**config.mk**
```make
export PLATFORM = sky130hd
export DESIGN_NAME = config_port_arbiter
export DESIGN_NICKNAME = d
export VERILOG_FILES = /design/src/rtl/config_port_arbiter.sv
export SDC_FILE = /design/constraint.sdc
export NUM_CORES = 1
export LEC_CHECK = 0
export CORE_ASPECT_RATIO = 1.75
export CORE_MARGIN = 5
export CORE_UTILIZATION = 40
export DETAILED_ROUTE_END_ITERATION = 10
export GPL_TIMING_DRIVEN = 0
export PLACE_DENSITY = 0.95
export SLEW_MARGIN = 20
export SYNTH_ARGS = -nofsm -noshare
export SYNTH_HDL_FRONTEND = slang
export SYNTH_SLANG_ARGS = --single-unit
```
**constraint.sdc**
```tcl
create_clock -name CLK -period 6 [get_ports CLK]
set_input_delay 1.2 -clock CLK [delete_from_list [all_inputs] [get_ports CLK]]
set_output_delay 1.2 -clock CLK [all_outputs]
set_load 0.02 [all_outputs]
```
**src/rtl/config_port_arbiter.sv**
```systemverilog
// config_port_arbiter: stateful, word-safe arbiter merging NUM_PORTS config write sources into one ConfigFSM stream.
// Define CONFIG_ARB_STATS_EN to build the word_count/dropped_count statistics registers; otherwise they read 0.
module config_port_arbiter #(
    parameter int NUM_PORTS      = 4,
    parameter int DATA_WIDTH     = 32,
    parameter int TIMEOUT_CYCLES = 255,
    parameter int TIMEOUT_WIDTH  = 8
) (
    input  logic                            CLK,
    input  logic                            reset,
    input  logic [NUM_PORTS-1:0]            port_active,
    input  logic [NUM_PORTS*DATA_WIDTH-1:0] port_data,
    input  logic [NUM_PORTS-1:0]            port_strobe,
    output logic [DATA_WIDTH-1:0]           ConfigWriteData,
    output logic                            ConfigWriteStrobe,
    output logic                            FSM_Reset,
    output logic [NUM_PORTS-1:0]            grant,
    output logic                            timeout_evict,
    output logic [31:0]                     word_count,
    output logic [7:0]                      dropped_count
);
    localparam int IW = (NUM_PORTS > 1) ? $clog2(NUM_PORTS) : 1;

    typedef enum logic [1:0] {DEFAULT, OWN, SWITCH} state_t;

    state_t                   state, state_d;
    logic [IW-1:0]            owner, owner_d, win;
    logic [NUM_PORTS-1:0]     elig, mask, mask_d, grant_d;
    logic [TIMEOUT_WIDTH-1:0] tcnt, tcnt_d;
    logic [DATA_WIDTH-1:0]    sel_data;
    logic                     any, evict, fwd, owner_strobe, dropped;

    // Eligibility, highest-index winner and the granted port's data word
    always_comb begin
        elig     = port_active & ~mask;
        elig[0]  = 1'b0;
        win      = '0;
        sel_data = '0;
        for (int i = 1; i < NUM_PORTS; i++)
            if (elig[i]) win = IW'(i);
        for (int i = 0; i < NUM_PORTS; i++)
            if (grant[i]) sel_data = port_data[i*DATA_WIDTH +: DATA_WIDTH];
        any          = |elig;
        owner_strobe = |(port_strobe & grant);
        dropped      = |(port_strobe & ~grant);
        fwd          = (state != SWITCH) && owner_strobe;
    end

    // Next-state logic; release beats preemption, preemption beats timeout
    always_comb begin
        state_d = state;
        owner_d = owner;
        evict   = 1'b0;
        case (state)
            DEFAULT: begin
                state_d = any ? OWN : DEFAULT;
                owner_d = any ? win : '0;
            end
            OWN: begin
                if (!port_active[owner]) begin
                    state_d = DEFAULT;
                    owner_d = '0;
                end else if (any && win > owner) begin
                    state_d = SWITCH;
                    owner_d = win;
                end else if (tcnt == TIMEOUT_WIDTH'(TIMEOUT_CYCLES)) begin
                    state_d = DEFAULT;
                    owner_d = '0;
                    evict   = 1'b1;
                end
            end
            SWITCH: begin
                state_d = any ? OWN : DEFAULT;
                owner_d = any ? win : '0;
            end
            default: begin
                state_d = DEFAULT;
                owner_d = '0;
            end
        endcase
        grant_d   = NUM_PORTS'(1) << owner_d;
        tcnt_d    = (state != OWN || owner_strobe || grant_d != grant) ? '0 : tcnt + TIMEOUT_WIDTH'(1);
        mask_d    = (mask & port_active) | (evict ? grant : '0);
        mask_d[0] = 1'b0;
    end

    // Arbitration state, eviction mask and registered write stream
    always_ff @(posedge CLK) begin
        if (reset) begin
            state             <= DEFAULT;
            owner             <= '0;
            grant             <= NUM_PORTS'(1);
            mask              <= '0;
            tcnt              <= '0;
            ConfigWriteData   <= '0;
            ConfigWriteStrobe <= 1'b0;
            FSM_Reset         <= 1'b0;
            timeout_evict     <= 1'b0;
        end else begin
            state             <= state_d;
            owner             <= owner_d;
            grant             <= grant_d;
            mask              <= mask_d;
            tcnt              <= tcnt_d;
            ConfigWriteStrobe <= fwd;
            if (fwd) ConfigWriteData <= sel_data;
            FSM_Reset         <= grant_d != grant;
            timeout_evict     <= evict;
        end
    end

`ifdef CONFIG_ARB_STATS_EN
    // Forwarded-word counter (wrapping) and dropped-strobe counter (saturating)
    always_ff @(posedge CLK) begin
        if (reset) begin
            word_count    <= '0;
            dropped_count <= '0;
        end else begin
            word_count    <= word_count + 32'(fwd);
            dropped_count <= (dropped && dropped_count != 8'hFF) ? dropped_count + 8'd1 : dropped_count;
        end
    end
`else
    assign word_count    = '0;
    assign dropped_count = '0;
`endif
endmodule

```
=== Word level (Yosys, flattened, before mapping) ===
Cells that the tools add are included.

* Reductions and logical operators: 9
* Bitwise logic cells: 5
* Mux-type cells: 24
* $lt $le $gt $ge: 2
* Shift operators: 1
* Eq/ne operators: 7
* Add/subtract/negate cells: 1

{| class="wikitable"
|+ Operators by type and width
! kind !! count
|-
| $mux W32 || 4
|-
| $mux W2 || 9
|-
| $and A4 B4 Y4 || 3
|-
| $add A8 B1 Y8 const B || 1
|-
| $eq A8 B8 Y1 const B || 1
|-
| $pmux W2 S2 || 2
|-
| $mux W1 || 7
|-
| $mux W4 || 1
|-
| $ne A4 B4 Y1 || 1
|-
| $ne A4 B4 Y1 const B || 1
|-
| $not A4 Y4 || 1
|-
| $or A4 B4 Y4 || 1
|-
| $reduce_or A2 Y1 || 2
|-
| $reduce_or A4 Y1 || 1
|-
| $shl A1 B2 Y4 const A || 1
|-
| $lt A2 B3 Y1 const B || 1
|-
| $reduce_or A3 Y1 || 1
|-
| $bmux W1 S2 || 1
|-
| $eq A2 B1 Y1 const B || 1
|-
| $eq A2 B2 Y1 const B || 1
|-
| $gt A2 B2 Y1 || 1
|-
| $logic_and A1 B1 Y1 || 2
|-
| $logic_not A2 Y1 || 1
|-
| $logic_or A1 B1 Y1 || 2
|-
| other kinds (2) || 2
|}

* Register bits: 55

=== Logic depth before layout (Yosys ltp) ===
* Word-level depth: 14
* Gate-level depth with buffers: 9
* Depth with buffers taken out: 9

=== Least setup slack after synthesis ===
Ideal clock, no wire load.

* Kind: input to register
* Start point: in port_active[2]
* End point: reg tcnt[1]
* Stages on the path: 9
* Slack: 2.341 ns
* Required time: 5.897 ns
* Data arrival time: 3.556 ns
* Path through: nand2b_1 -> nand2_1 -> ha_1 -> nor2b_1 -> o21a_1 -> a2111o_1 -> a311o_1 -> a2111o_1 -> a2111oi_2

* Cells in the longest elaborated chain, start to end: 12
* Elaborated cells on any way between the ends: 16
* Those cells by class: order compare: 1; eq/ne: 1; shift: 1; mux: 8; bitwise: 1; reduce/logical: 4

{| class="wikitable"
|+ Ends and longest elaborated chain
! element !! RTL line !! source
|-
| start: declaration || 11 || <nowiki>input logic [NUM_PORTS-1:0] port_active,</nowiki>
|-
| $and A4 B4 Y4 || 35 || <nowiki>elig = port_active & ~mask;</nowiki>
|-
| $mux W2 (2 in series) || 40 || <nowiki>if (elig[i]) win = IW'(i);</nowiki>
|-
| $gt A2 B2 Y1 || 63 || <nowiki>end else if (any && win > owner) begin</nowiki>
|-
| $logic_and A1 B1 Y1 || 63 ||
|-
| $mux W2 || 63 ||
|-
| $mux W2 || 60 || <nowiki>if (!port_active[owner]) begin</nowiki>
|-
| $pmux W2 S2 * || 54 || <nowiki>case (state)</nowiki>
|-
| $shl A1 B2 Y4 * || 81 || <nowiki>grant_d = NUM_PORTS'(1) << owner_d;</nowiki>
|-
| $ne A4 B4 Y1 * || 82 || <nowiki>tcnt_d = (state != OWN || owner_strobe || grant_d != grant) ? '0 : tcnt + TIMEOUT_WIDTH'(1);</nowiki>
|-
| $logic_or A1 B1 Y1 * || 82 ||
|-
| $reduce_or A2 Y1 (no line) * || n/a ||
|-
| end signal: assignment || 104 || <nowiki>tcnt <= tcnt_d;</nowiki>
|-
| end: declaration || 29 || <nowiki>logic [TIMEOUT_WIDTH-1:0] tcnt, tcnt_d;</nowiki>
|}

Mark *: on every way between the ends. The rest lies on a longest branch, timed or not. The select of a mux whose other input is x is not followed.
A chain may end at the register's enable or synchronous reset.

=== Worst setup path after layout ===
Same ends and word-level chain as after synthesis.

==> flow_summary.ini <==
[placement]
placed_cells = 728
gp_congestion = 0.988
dp_slack_ns = 1.55
place_area_um2 = 5350
io_buffers = 176
dp_hpwl_um = 10700

[sta]
setup_tns_ns = 0
fin_skew_ns = 0.00800
holdWs_ns = 0.488
hold_violations = 0
finalMaxSlewViolations = 0
min_period_ns = 4.23
grt_setup_unrepaired = false
max_freq_ghz = 0.236
slew-limit-headroom_pct = 36.2
setup_violations = 0
worst-slew-pin-transition_ns = 0.955
fin_crit_sh_pct = 70.5
setup_ws_ns = 1.77

[floorplanning]
ioPinCount = 217
rows = 44
die_y_um = 131
start_util_pct = 40.5
die_area_um2 = 10300
die_x_um = 78.9
fp.coreArea_um2 = 8200

[hold_path]
hp-class = flip-flop to flip-flop

[global_route]
grt_pass1_vias = 4160
grt_pass1_wl_um = 20200
grt_usage_pct = 24.7
grt-ovfl-total = 0
grt_max_degree = 18
antenna_found_initial = 0

[logic_synthesis]
synth_enable_flop_cells = 0
syn_area_um2 = 3330
ys_ff_latch = 54
async_flop_share_pct = 0
seq_area_frac_synth_pct = 32.5
synth_ff_type = dfxtp_1
synth_cells = 421
synth_warnings = 0
syn_area_per_cell_um2 = 7.90
synthDistinctLibCells = 43

[outcome]
status = finished clean

[worst_setup_path]
crit_fanout = 9
cp_common_cell = a2111o_1
r2r-start = mask[3]
rr_worst_depth = 9
regToRegSetupSlack_ns = 2.78
cp_cell_sequence = clkdlybuf4s50_1 -> nand2b_1 -> a21boi_0 -> ha_1 -> nor2b_1 -> o21a_1 -> a2111o_1 -> a311o_1 -> a2111o_1 -> a2111oi_2
critPathKind = input port to flip-flop
slowest_delay_ns = 0.57
cp-endpoint = tcnt[1]
regToRegEndpoint = tcnt[1]
end_kind = flip-flop
cp-start-kind = input port
critPathArrivalTime_ns = 4.42
cpMaxStageDelayCell = a2111o_1
crit_required_ns = 6.19
crit_start = port_active[2]

[drt]
viasPerCell = 5.48
ant_nets = 0
wirelength_um = 13200
post-route-drc-count = 0
vias = 4036
first_pass_iters = 5
drt-initial-drc-count = 244
post_drt_wl_per_cell_um = 17.9

[layout]
final_area_um2 = 5500
antenna_cells = 0
layoutNonFillerInstCount = 736
utilization_pct = 67.0
layout-drive-gt1-share_pct = 8.85
fill_cells = 645
layout.nets = 784
area_growth_pct = 65.2

[power_and_ir_drop]
p_leak_nw = 2.09
p_total_mw = 1.27
p_per_area_nw_per_um2 = 231
ir_worst_vdd_mv = 0.124

[job]
drv_cap = 0

[cts]
cts_tree = built
cts-hold-fix-buffers = 0
cts_buffers = 5
cts-root-buf = clkbuf_16
post_cts_buffers = 0
clk-insertion-delay-late_ns = 0.29
cts.sinks = 54
h-tree-depth = 2
cts.path.max_buffers = 2
path_clk_slew_ns = 0.07
cts_resized = 0
-- power breakdown --
group          total (mW)  internal, mW  switching [mW]  leakage [nW]
Clock               0.291         0.157           0.134        0.0675
Sequential          0.432         0.403          0.0291         0.445
Combinational       0.546         0.263           0.283          1.58
Total                1.27         0.822           0.446          2.09
-- state kept, by name, summed over array words and instances (netlist names) --
register,flops
timeout_evict,1
FSM_Reset,1
owner,2
mask,3
grant,4
state,2
ConfigWriteData,32
tcnt,8
ConfigWriteStrobe,1
-- metal layers --
| layer | GRT usage, % | vias up | part of all wire, % |
|---|---|---|---|
| met4 | 11.7 | 0 | 3.6 |
| met1 | 24.8 | 1884 | 35 |
| met3 | 5.76 | 36 | 7.8 |
| met5 | 0 | - | 0 |
| met2 | 47.4 | 215 | 54 |
| li1 | - | 1901 | - |
-- cells in the mapped netlist, types with 3 or more instances --
library cell	n	share of area, %
a211oi_1	33	7.4
a21oi_1	40	6.0
a221oi_1	31	8.2
a22oi_1	4	0.90
buf_1	3	0.34
buf_4	40	9.0
clkbuf_1	31	3.5
dfxtp_1	54	33
ha_1	3	1.1
inv_1	5	0.56
nand2_1	17	1.9
nand2b_1	5	0.94
nand3_1	4	0.60
nor2_1	38	4.3
nor2b_1	36	6.8
nor3_1	33	5.0
o21ai_0	6	0.90
xnor2_1	4	1.1
-- critical path: cells and delay by family --
kind | cells | cell delay, ns
simple gates | 2 | 0.17
fa+ha+maj | 1 | 0.22
buf+inv | 1 | 0.50
compound gates | 6 | 2.33
-- area by class of cell --
cell class	instances	area [um2]	area share [%]
Clock inverter	2	16.3	0.296
Multi-Input combinational cell	327	1950	35.4
Tap cell	92	115	2.09
Clock buffer	6	129	2.35
Buffer	74	428	7.79
Inverter	5	18.8	0.342
Timing Repair Buffer	176	1760	32.1
Sequential cell	54	1080	19.7
-- worst min path at each step --
stage / cells past startpoint / slack [ns] / start / endpoint
finish: 2 / 0.49 / mask[3] / mask[3]
global route: 2 / 0.49 / mask[3] / mask[3]
CTS: 2 / 0.48 / mask[3] / mask[3]
detailed placement: 2 / 0.47 / mask[3] / mask[3]
global placement: 2 / 0.46 / mask[2] / mask[2]
floorplan: 2 / 0.44 / mask[2] / mask[2]
-- kinds of logic after synthesis --
kind of cell / share of synthesized area, %
buf+inv: 13.4
xor+xnor: 1.58
simple gates: 23.9
compound gates: 26.7
mux: 0.640
flops: 32.5
fa+ha+maj: 1.13
other cells: 0.113
-- placed cells by master (no fill, tap or decap), drive strengths merged, types with 3 or more instances in the layout --
cell type and n:
clkdlybuf4s50 176, xnor2 4, inv 6, dfxtp 54, nor2b 36, buf 43, ha 3, a21oi 40
nor3 33, conb 40, and4 3, clkbuf 37, nand2b 5, a221oi 31, a211oi 33, nor2 38
nand3 4, a22oi 4, o21ai 6, nand2 17
(Power assumes the default switching activity.)
